File: config.mk
export PLATFORM = sky130hd
export DESIGN_NAME = fish_sprite_scheduler
export DESIGN_NICKNAME = d
export VERILOG_FILES = /design/src/rtl/fish_sprite_scheduler.sv
export SDC_FILE = /design/constraint.sdc
export NUM_CORES = 1
export LEC_CHECK = 0
export ABC_AREA = 1
export ABC_CLOCK_PERIOD_IN_PS = 5000
export BUFFER_PORTS_ARGS = -buffer_cell sky130_fd_sc_hd__buf_2
export CAP_MARGIN = 40
export CELL_PAD_IN_SITES_DETAIL_PLACEMENT = 1
export CELL_PAD_IN_SITES_GLOBAL_PLACEMENT = 2
export CORE_UTILIZATION = 38
export DETAILED_ROUTE_END_ITERATION = 10
export PLACE_DENSITY_LB_ADDON = 0.1
export SLEW_MARGIN = 25
export SYNTH_ARGS = -nofsm -noshare
export SYNTH_HDL_FRONTEND = slang
export SYNTH_SLANG_ARGS = --single-unit
export TNS_END_PERCENT = 30
File: constraint.sdc
create_clock -name clk -period 5 [get_ports clk]
set_input_delay 1 -clock clk [delete_from_list [all_inputs] [get_ports clk]]
set_output_delay 1 -clock clk [all_outputs]
set_load 0.01 [all_outputs]
File: src/rtl/fish_sprite_scheduler.sv
// Shares one fish sprite ROM among NUM_FISH on-screen fish with fixed-priority hit test and per-frame commit.
// Optional horizontal mirroring is enabled by defining FISH_FLIP_EN.
module fish_sprite_scheduler #(
   parameter int NUM_FISH = 4,
   parameter int FISH_W   = 15,
   parameter int FISH_H   = 8
) (
   input  logic        clk,
   input  logic        reset,
   input  logic [9:0]  hcount,
   input  logic [9:0]  vcount,
   input  logic        video_on,
   input  logic        frame_start,
   input  logic        wr_valid,
   output logic        wr_ready,
   input  logic [2:0]  wr_idx,
   input  logic [9:0]  wr_x,
   input  logic [9:0]  wr_y,
   input  logic        wr_en,
`ifdef FISH_FLIP_EN
   input  logic        wr_flip,
`endif
   output logic [2:0]  rom_row,
   output logic [3:0]  rom_col,
   input  logic [11:0] rom_color,
   output logic        pix_valid,
   output logic [11:0] pix_color,
   output logic [2:0]  pix_idx,
   output logic        overlap,
   output logic [7:0]  frame_cnt
);

   typedef enum logic [0:0] {RUN = 1'b0, COMMIT = 1'b1} state_t;
   state_t state, state_next;

   logic [9:0] sh_x   [NUM_FISH];
   logic [9:0] sh_y   [NUM_FISH];
   logic       sh_en  [NUM_FISH];
   logic [9:0] act_x  [NUM_FISH];
   logic [9:0] act_y  [NUM_FISH];
   logic       act_en [NUM_FISH];
`ifdef FISH_FLIP_EN
   logic       sh_flip  [NUM_FISH];
   logic       act_flip [NUM_FISH];
   logic       win_flip;
`endif

   logic [NUM_FISH-1:0] hit;
   logic                any_hit, multi_hit, wr_fire;
   logic [2:0]          win;
   logic [9:0]          win_x, win_y, col_off, row_off;
   logic                hit_d;
   logic [2:0]          idx_d;
   logic                opaque;

   always_comb begin
      state_next = state;
      wr_ready   = 1'b0;
      case (state)
         RUN: begin
            wr_ready = !reset;
            if (frame_start) state_next = COMMIT;
            else             state_next = RUN;
         end
         COMMIT:  state_next = RUN;
         default: state_next = RUN;
      endcase
   end

   assign wr_fire = wr_valid && wr_ready;

   // 11-bit compares so sprites near the right/bottom edge clip instead of wrapping
   always_comb begin
      hit = '0;
      for (int i = 0; i < NUM_FISH; i++) begin
         hit[i] = video_on && act_en[i]
               && ({1'b0, hcount} >= {1'b0, act_x[i]})
               && ({1'b0, hcount} <  ({1'b0, act_x[i]} + 11'(FISH_W)))
               && ({1'b0, vcount} >= {1'b0, act_y[i]})
               && ({1'b0, vcount} <  ({1'b0, act_y[i]} + 11'(FISH_H)));
      end
   end

   assign multi_hit = (hit & (hit - {{(NUM_FISH-1){1'b0}}, 1'b1})) != '0;

   always_comb begin
      any_hit = 1'b0;
      win     = 3'd0;
      win_x   = 10'd0;
      win_y   = 10'd0;
`ifdef FISH_FLIP_EN
      win_flip = 1'b0;
`endif
      for (int i = NUM_FISH - 1; i >= 0; i--) begin
         if (hit[i]) begin
            any_hit = 1'b1;
            win     = 3'(i);
            win_x   = act_x[i];
            win_y   = act_y[i];
`ifdef FISH_FLIP_EN
            win_flip = act_flip[i];
`endif
         end
      end
      col_off = hcount - win_x;
      row_off = vcount - win_y;
      if (any_hit) begin
         rom_row = row_off[2:0];
`ifdef FISH_FLIP_EN
         if (win_flip) rom_col = 4'(FISH_W - 1) - col_off[3:0];
         else          rom_col = col_off[3:0];
`else
         rom_col = col_off[3:0];
`endif
      end else begin
         rom_row = 3'd0;
         rom_col = 4'd0;
      end
   end

   // Control state, slot banks, overlap flag and frame counter
   always_ff @(posedge clk) begin
      if (reset) begin
         state     <= RUN;
         overlap   <= 1'b0;
         frame_cnt <= 8'd0;
         for (int i = 0; i < NUM_FISH; i++) begin
            sh_x[i] <= 10'd0;  sh_y[i] <= 10'd0;  sh_en[i] <= 1'b0;
            act_x[i] <= 10'd0; act_y[i] <= 10'd0; act_en[i] <= 1'b0;
`ifdef FISH_FLIP_EN
            sh_flip[i] <= 1'b0; act_flip[i] <= 1'b0;
`endif
         end
      end else begin
         state <= state_next;
         for (int i = 0; i < NUM_FISH; i++) begin
            if (wr_fire && wr_idx == 3'(i)) begin
               sh_x[i]  <= wr_x;
               sh_y[i]  <= wr_y;
               sh_en[i] <= wr_en;
`ifdef FISH_FLIP_EN
               sh_flip[i] <= wr_flip;
`endif
            end
            if (state == COMMIT) begin
               act_x[i]  <= sh_x[i];
               act_y[i]  <= sh_y[i];
               act_en[i] <= sh_en[i];
`ifdef FISH_FLIP_EN
               act_flip[i] <= sh_flip[i];
`endif
            end
         end
         if (state == COMMIT) begin
            overlap   <= 1'b0;
            frame_cnt <= frame_cnt + 8'd1;
         end else if (multi_hit) begin
            overlap <= 1'b1;
         end else begin
            overlap <= overlap;
         end
      end
   end

   assign opaque = hit_d && (rom_color != 12'h000);

   // Hit info is delayed one cycle to line up with the ROM's registered output
   always_ff @(posedge clk) begin
      if (reset) begin
         hit_d     <= 1'b0;
         idx_d     <= 3'd0;
         pix_valid <= 1'b0;
         pix_color <= 12'h000;
         pix_idx   <= 3'd0;
      end else begin
         hit_d     <= any_hit;
         idx_d     <= win;
         pix_valid <= opaque;
         pix_color <= opaque ? rom_color : 12'h000;
         pix_idx   <= hit_d ? idx_d : 3'd0;
      end
   end

endmodule

# [After elaboration in Yosys (flattened, before gate mapping)]
# Memories as Yosys holds them, arrays and structs flattened.
# Cells that the tools add are included.
[op_classes] n_addsub=12 n_mul=0 div_mod_pow=0 magnitude_cmp=16 n_eq_ne=3 shifts=0 mux=61 bitwise=28 reduce_logical=36
[op_table] op="10-bit two-way mux" n=16
[op_table] op="10-bit by 4-bit adder with 11-bit output (second input constant)" n=8
[op_table] op="10-bit by 11-bit < comparator with 1-bit output" n=8
[op_table] op="10-bit greater-or-equal comparator" n=8
[op_table] op="1-bit two-way mux" n=32
[op_table] op="1-bit logical AND" n=26
[op_table] op="1-bit OR" n=24
[op_table] op="4-bit two-way mux" n=5
[op_table] op="3-bit two-way mux" n=5
[op_table] op="12-bit nonzero test" n=1
[op_table] op="8-bit by 1-bit adder with 8-bit output (second input constant)" n=1
[op_table] op="2-bit OR reduction" n=4
[op_table] op="3-bit by 2-bit == test with 1-bit output (second input constant)" n=2
[op_table] op="4-bit bitwise AND" n=1
[op_table] op="2-bit two-way mux" n=2
[op_table] op="4-bit nonzero test" n=1
[op_table] op="4-bit OR reduction" n=1
[op_table] op="4-bit by 1-bit subtractor with 4-bit output (second input constant)" n=1
[op_table] op="4-bit subtractor" n=1
[op_table] op="3-bit by 1-bit == test with 1-bit output (second input constant)" n=1
[op_table] op="3-bit zero test" n=1
[op_table] op="1-bit inverter" n=3
[op_table] op="3-bit OR reduction" n=1
[op_table] op="3-bit subtractor" n=1
[op_table] op="other kinds (2)" n=2
[totals] ff_bits=30 latchBits=0 mem_bits_rw=168 mem_bits_ro=0 inputBits=61 n_memories=6
[mem_list] name="act_x" depth=4 width=10 read_ports=4 rd_ports_with_merged_regs=0 wr=4 line_no="39" rtl="logic [9:0] act_x [NUM_FISH];"
[mem_list] name="act_y" depth=4 width=10 read_ports=4 rd_ports_with_merged_regs=0 wr=4 line_no="40" rtl="logic [9:0] act_y [NUM_FISH];"
[mem_list] name="sh_x" depth=4 width=10 read_ports=4 rd_ports_with_merged_regs=0 wr=4 line_no="36" rtl="logic [9:0] sh_x [NUM_FISH];"
[mem_list] name="sh_y" depth=4 width=10 read_ports=4 rd_ports_with_merged_regs=0 wr=4 line_no="37" rtl="logic [9:0] sh_y [NUM_FISH];"
[mem_list] name="act_en" depth=4 width=1 read_ports=4 rd_ports_with_merged_regs=0 wr=4 line_no="41" rtl="logic act_en [NUM_FISH];"
[mem_list] name="sh_en" depth=4 width=1 read_ports=4 rd_ports_with_merged_regs=0 wr=4 line_no="38" rtl="logic sh_en [NUM_FISH];"

# [Depth between registers and ports, before layout]
# An unclocked memory read counts as a cell.
[depth] word_depth=12 mapped_depth=30 depth_no_buf=30

# [Worst setup path after synthesis]
# OpenSTA, ideal clock, no wires.
[synth_path] path_type="input to output" start="input port hcount[0]" end="output port rom_row[2]" t_arrival_ns=3.470 required_time_ns=4.000 path_slack_ns=0.530 path_stages=19 n_path_buf=0 cell_sequence="inv_1 > ha_1 > nor2_1 > nand3_1 > nand3_1 > nor2_1 > nor2_1 > nand3_2 > clkinv_1 > nand2_1 > nand3_1 > o21ai_1 > o21ai_1 > ha_1 > inv_1 > fa_1 > xnor2_1 > nor2_1 > nor2_1"
[synth_via] elab_chain_len=11
[synth_lines] element="start: declaration" line_no="10" rtl="input logic [9:0] hcount,"
[synth_lines] element="10-bit greater-or-equal comparator" line_no="77" rtl="&& ({1'b0, hcount} >= {1'b0, act_x[i]})"
[synth_lines] element="1-bit logical AND" line_no="77"
[synth_lines] element="1-bit logical AND" line_no="78" rtl="&& ({1'b0, hcount} < ({1'b0, act_x[i]} + 11'(FISH_W)))"
[synth_lines] element="1-bit logical AND" line_no="79" rtl="&& ({1'b0, vcount} >= {1'b0, act_y[i]})"
[synth_lines] element="1-bit logical AND" line_no="80" rtl="&& ({1'b0, vcount} < ({1'b0, act_y[i]} + 11'(FISH_H)));"
[synth_lines] element="3-bit two-way mux (4 in a row)" line_no="95" rtl="if (hit[i]) begin"
[synth_lines] element="3-bit subtractor" line_no="106" rtl="row_off = vcount - win_y;"
[synth_lines] element="3-bit two-way mux (*)" line_no="107" rtl="if (any_hit) begin"
[synth_lines] element="end: declaration" line_no="23" rtl="output logic [2:0] rom_row,"
# Every way passes the cells marked *; elsewhere a longest branch is shown, timed or not.

==> results_dict.tcl <==
set metrics [dict create \
    ioPinCount 94 \
    final_hold_viol_count 0 \
    synth_compound_area_share_pct 4.78 \
    worst_pin_slew_ns 0.695 \
    cell_internal_pwr_mw 2.90 \
    critPathMaxStageDelay_ns 0.47 \
    synth_top_family_by_area "simple AND/OR/NAND/NOR gates" \
    die-area_um2 33700 \
    r2r_slack_ns 1.91 \
    power_switching_share_pct 28.2 \
    avgRoutedWirePerCell_um 17.2 \
    first_pass_iters 5 \
    p_total_mw 4.04 \
    drive_above_1_share_pct 19.7 \
    grt_start_max_net_pins 49 \
    holdPathStages 2 \
    synthFlopType "edfxtp_1" \
    status "complete, but fails checks" \
    nNetsFinal 1883 \
    hold_path.class "reg2reg" \
    synthXorXnorAreaFrac_pct 3.15 \
    vias_per_cell 4.72 \
    grt_pass1_wl_um 56200 \
    maxCapViolations 0 \
    clkTransAtPathRegs_ns 0.07 \
    htree_num_levels 4 \
    relSlewSlack_pct 53.1 \
    slowest_stage "edfxtp_1" \
    combPwrFrac_pct 18.4 \
    setup_tns_ns -0.849 \
    fmax_ghz 0.191 \
    finalCritPeriodShare_pct 104 \
    critPathArrivalTime_ns 4.22 \
    drtIter0Drc 327 \
    power.share.clock_pct 34.2 \
    finClkSkew_ns 0.0160 \
    yosysTopAreaCell "edfxtp_1" \
    setup_slack_ns -0.222 \
    cts_tree "done" \
    cts.sinks 196 \
    cts_made_buffers 17 \
    violations "setup timing" \
    asyncSetResetFlopFracSynth_pct 0 \
    crit_type "reg2out" \
    ys.warnings.count 0 \
    via_count 9975 \
    cp_max_fo 4 \
    grt_overflow 0 \
    leakagePower_nw 7.24 \
    row_count 66 \
    root_buffer "clkbuf_16" \
    required_ns 4.00 \
    seq_power_share_pct 47.4 \
    ir_worst_vdd_uv 220 \
    routed_wl_um 36400 \
    syn2layout_area_growth_pct 22.0 \
    ant_nets 0 \
    antennaDiodeCount 0 \
    initial_core_util_pct 38.6 \
    rsz0062_at_grt "yes" \
    critPathCaptureType "output port" \
    fin_crit_ns 5.22 \
    syn_area_per_cell_um2 8.59 \
    place_congestion 0.865 \
    postLayoutCoreUtil_pct 47.0 \
    ys_top_cells_by_area "edfxtp_1 (40%), ha_1 (16%), inv_1 (8.3%), nor2_1 (8.1%), nand2_1 (7.4%)" \
    synth-edff-count 168 \
    syn_inst 1457 \
    setup_viol 5 \
    synthesis.nets 1681 \
    dp_hpwl_um 29100 \
    synth-simple-area-share_pct 21.5 \
    reg2regPathDepth 23 \
    grt_pass1_vias 10400 \
    port_buffers 92 \
    layout.cells.non_filler 2114 \
    p_sw_mw 1.14 \
    synth_top_area_share_pct 40.3 \
    clockBufferDepth 2 \
    synth.area.mux_share_pct 0 \
    fp.dieH_um 183 \
    place_inst 2057 \
    ys_ff_latch 196 \
    clk_latency_ns 0.43 \
    crit_top_cell "nand2_1" \
    dieWidth_um 183 \
    layout_commonest_cell "inv_1" \
    slew_violations 0 \
    yosys.area_share.adder_pct 16.4 \
    postCtsHoldBufs 0 \
    worst_setup_path_start_kind "register" \
    final_cell_mix "inv_1 (268), nor2_1 (259), nand2_1 (231)" \
    synth.distinct_cells 42 \
    dp_slack_ns -0.138 \
    grt_usage_pct 22.2 \
    grt_antenna_before_repair 0 \
    ys_seq_area_share_pct 44.8 \
    cellPowerDensity_nw_per_um2 265 \
    drc_errors 0 \
    coreArea_um2 32500 \
    syn_area_um2 12500 \
]
## what timing repair did
item                       CTS  global route
buffers inserted            11            13
cloned                       0             0
setup endpoints to repair    7             7
pin swaps                   16            38
gates resized for setup     38            56
## cells by family after synthesis
family	count (synthesis)
AOI/OAI and AO/OA	107
xor gates and xnor gates	45
adders and majority gates	163
buffers and inverters	305
DFF	196
other	1
and+or+nand+nor	640
## final cells by class
class | instances | area [um2]
fillers | 3834 | 17200
multi-input cells | 956 | 6050
flip-flops and latches | 196 | 5610
repair buffers | 204 | 1380
inverters | 284 | 1080
well taps | 442 | 553
clock buffers | 17 | 425
clock inverters | 15 | 171
## state kept, by name, indices dropped and copies added, names as in the netlist, 4 cells and up
register and flops:
sh_y 40, frame_cnt 8, sh_en 4, sh_x 40, act_en 4, act_x 40
pix_color 12, act_y 40
## worst paths after layout
path,endpoint,startpoint
max,rom_row[2],act_x[3][3]
min,pix_idx[1],idx_d[1]
max reg2reg,idx_d[0],act_x[3][3]
min reg2reg,pix_idx[1],idx_d[1]
## worst max-delay path: cells and delay by family (launching register included)
family | cells | cell delay [ns]
buffers and inverters | 6 | 0.52
and+or+nand+nor | 15 | 1.26
DFF | 1 | 0.47
AOI/OAI and AO/OA | 5 | 0.49
adders and majority gates | 3 | 0.89
xor gates and xnor gates | 1 | 0.16
## routing by layer
metal / up-vias / global-route usage, % / wire length (um)
li1: 5067 / - / -
met5: - / 0 / 0
met3: 18 / 2.50 / 956
met2: 145 / 35.7 / 16300
met1: 4745 / 32.1 / 18800
met4: 0 / 4.43 / 326
## power by group through the flow
stage | combinational, mW | clock, mW | sequential (mW)
finish | 0.744 | 1.38 | 1.92
global route | 0.847 | 1.46 | 1.92
CTS | 0.718 | 1.41 | 1.91
detailed placement | 0.691 | 0 | 1.95
global placement | 0.668 | 0 | 1.95
floorplan | 0.421 | 0 | 1.92
## Yosys cell counts, types with 3 or more instances
library cell,count
inv_2,4
nor2_1,269
nand3_2,3
o21a_1,4
nor3_1,19
buf_1,3
ha_1,161
o211ai_1,6
o21ai_0,25
a21o_1,10
a21oi_1,54
nand4_1,14
edfxtp_1,168
inv_1,278
clkbuf_1,16
dfxtp_1,28
nor2_2,7
nand3_1,53
nand3b_1,7
nand2_1,247
nor3b_1,5
o21ai_1,3
xor2_1,35
xnor2_1,10
nor2_4,4
nand2_2,6
## through the flow
stage	instance area (um2)	hold slack (ns)
global route	15300	0.448
floorplan	12500	0.394
CTS	14900	0.442
finish	15300	0.436
detailed placement	14100	0.430
global placement	14100	0.410
No activity file was read; power rests on OpenSTA's default activity.
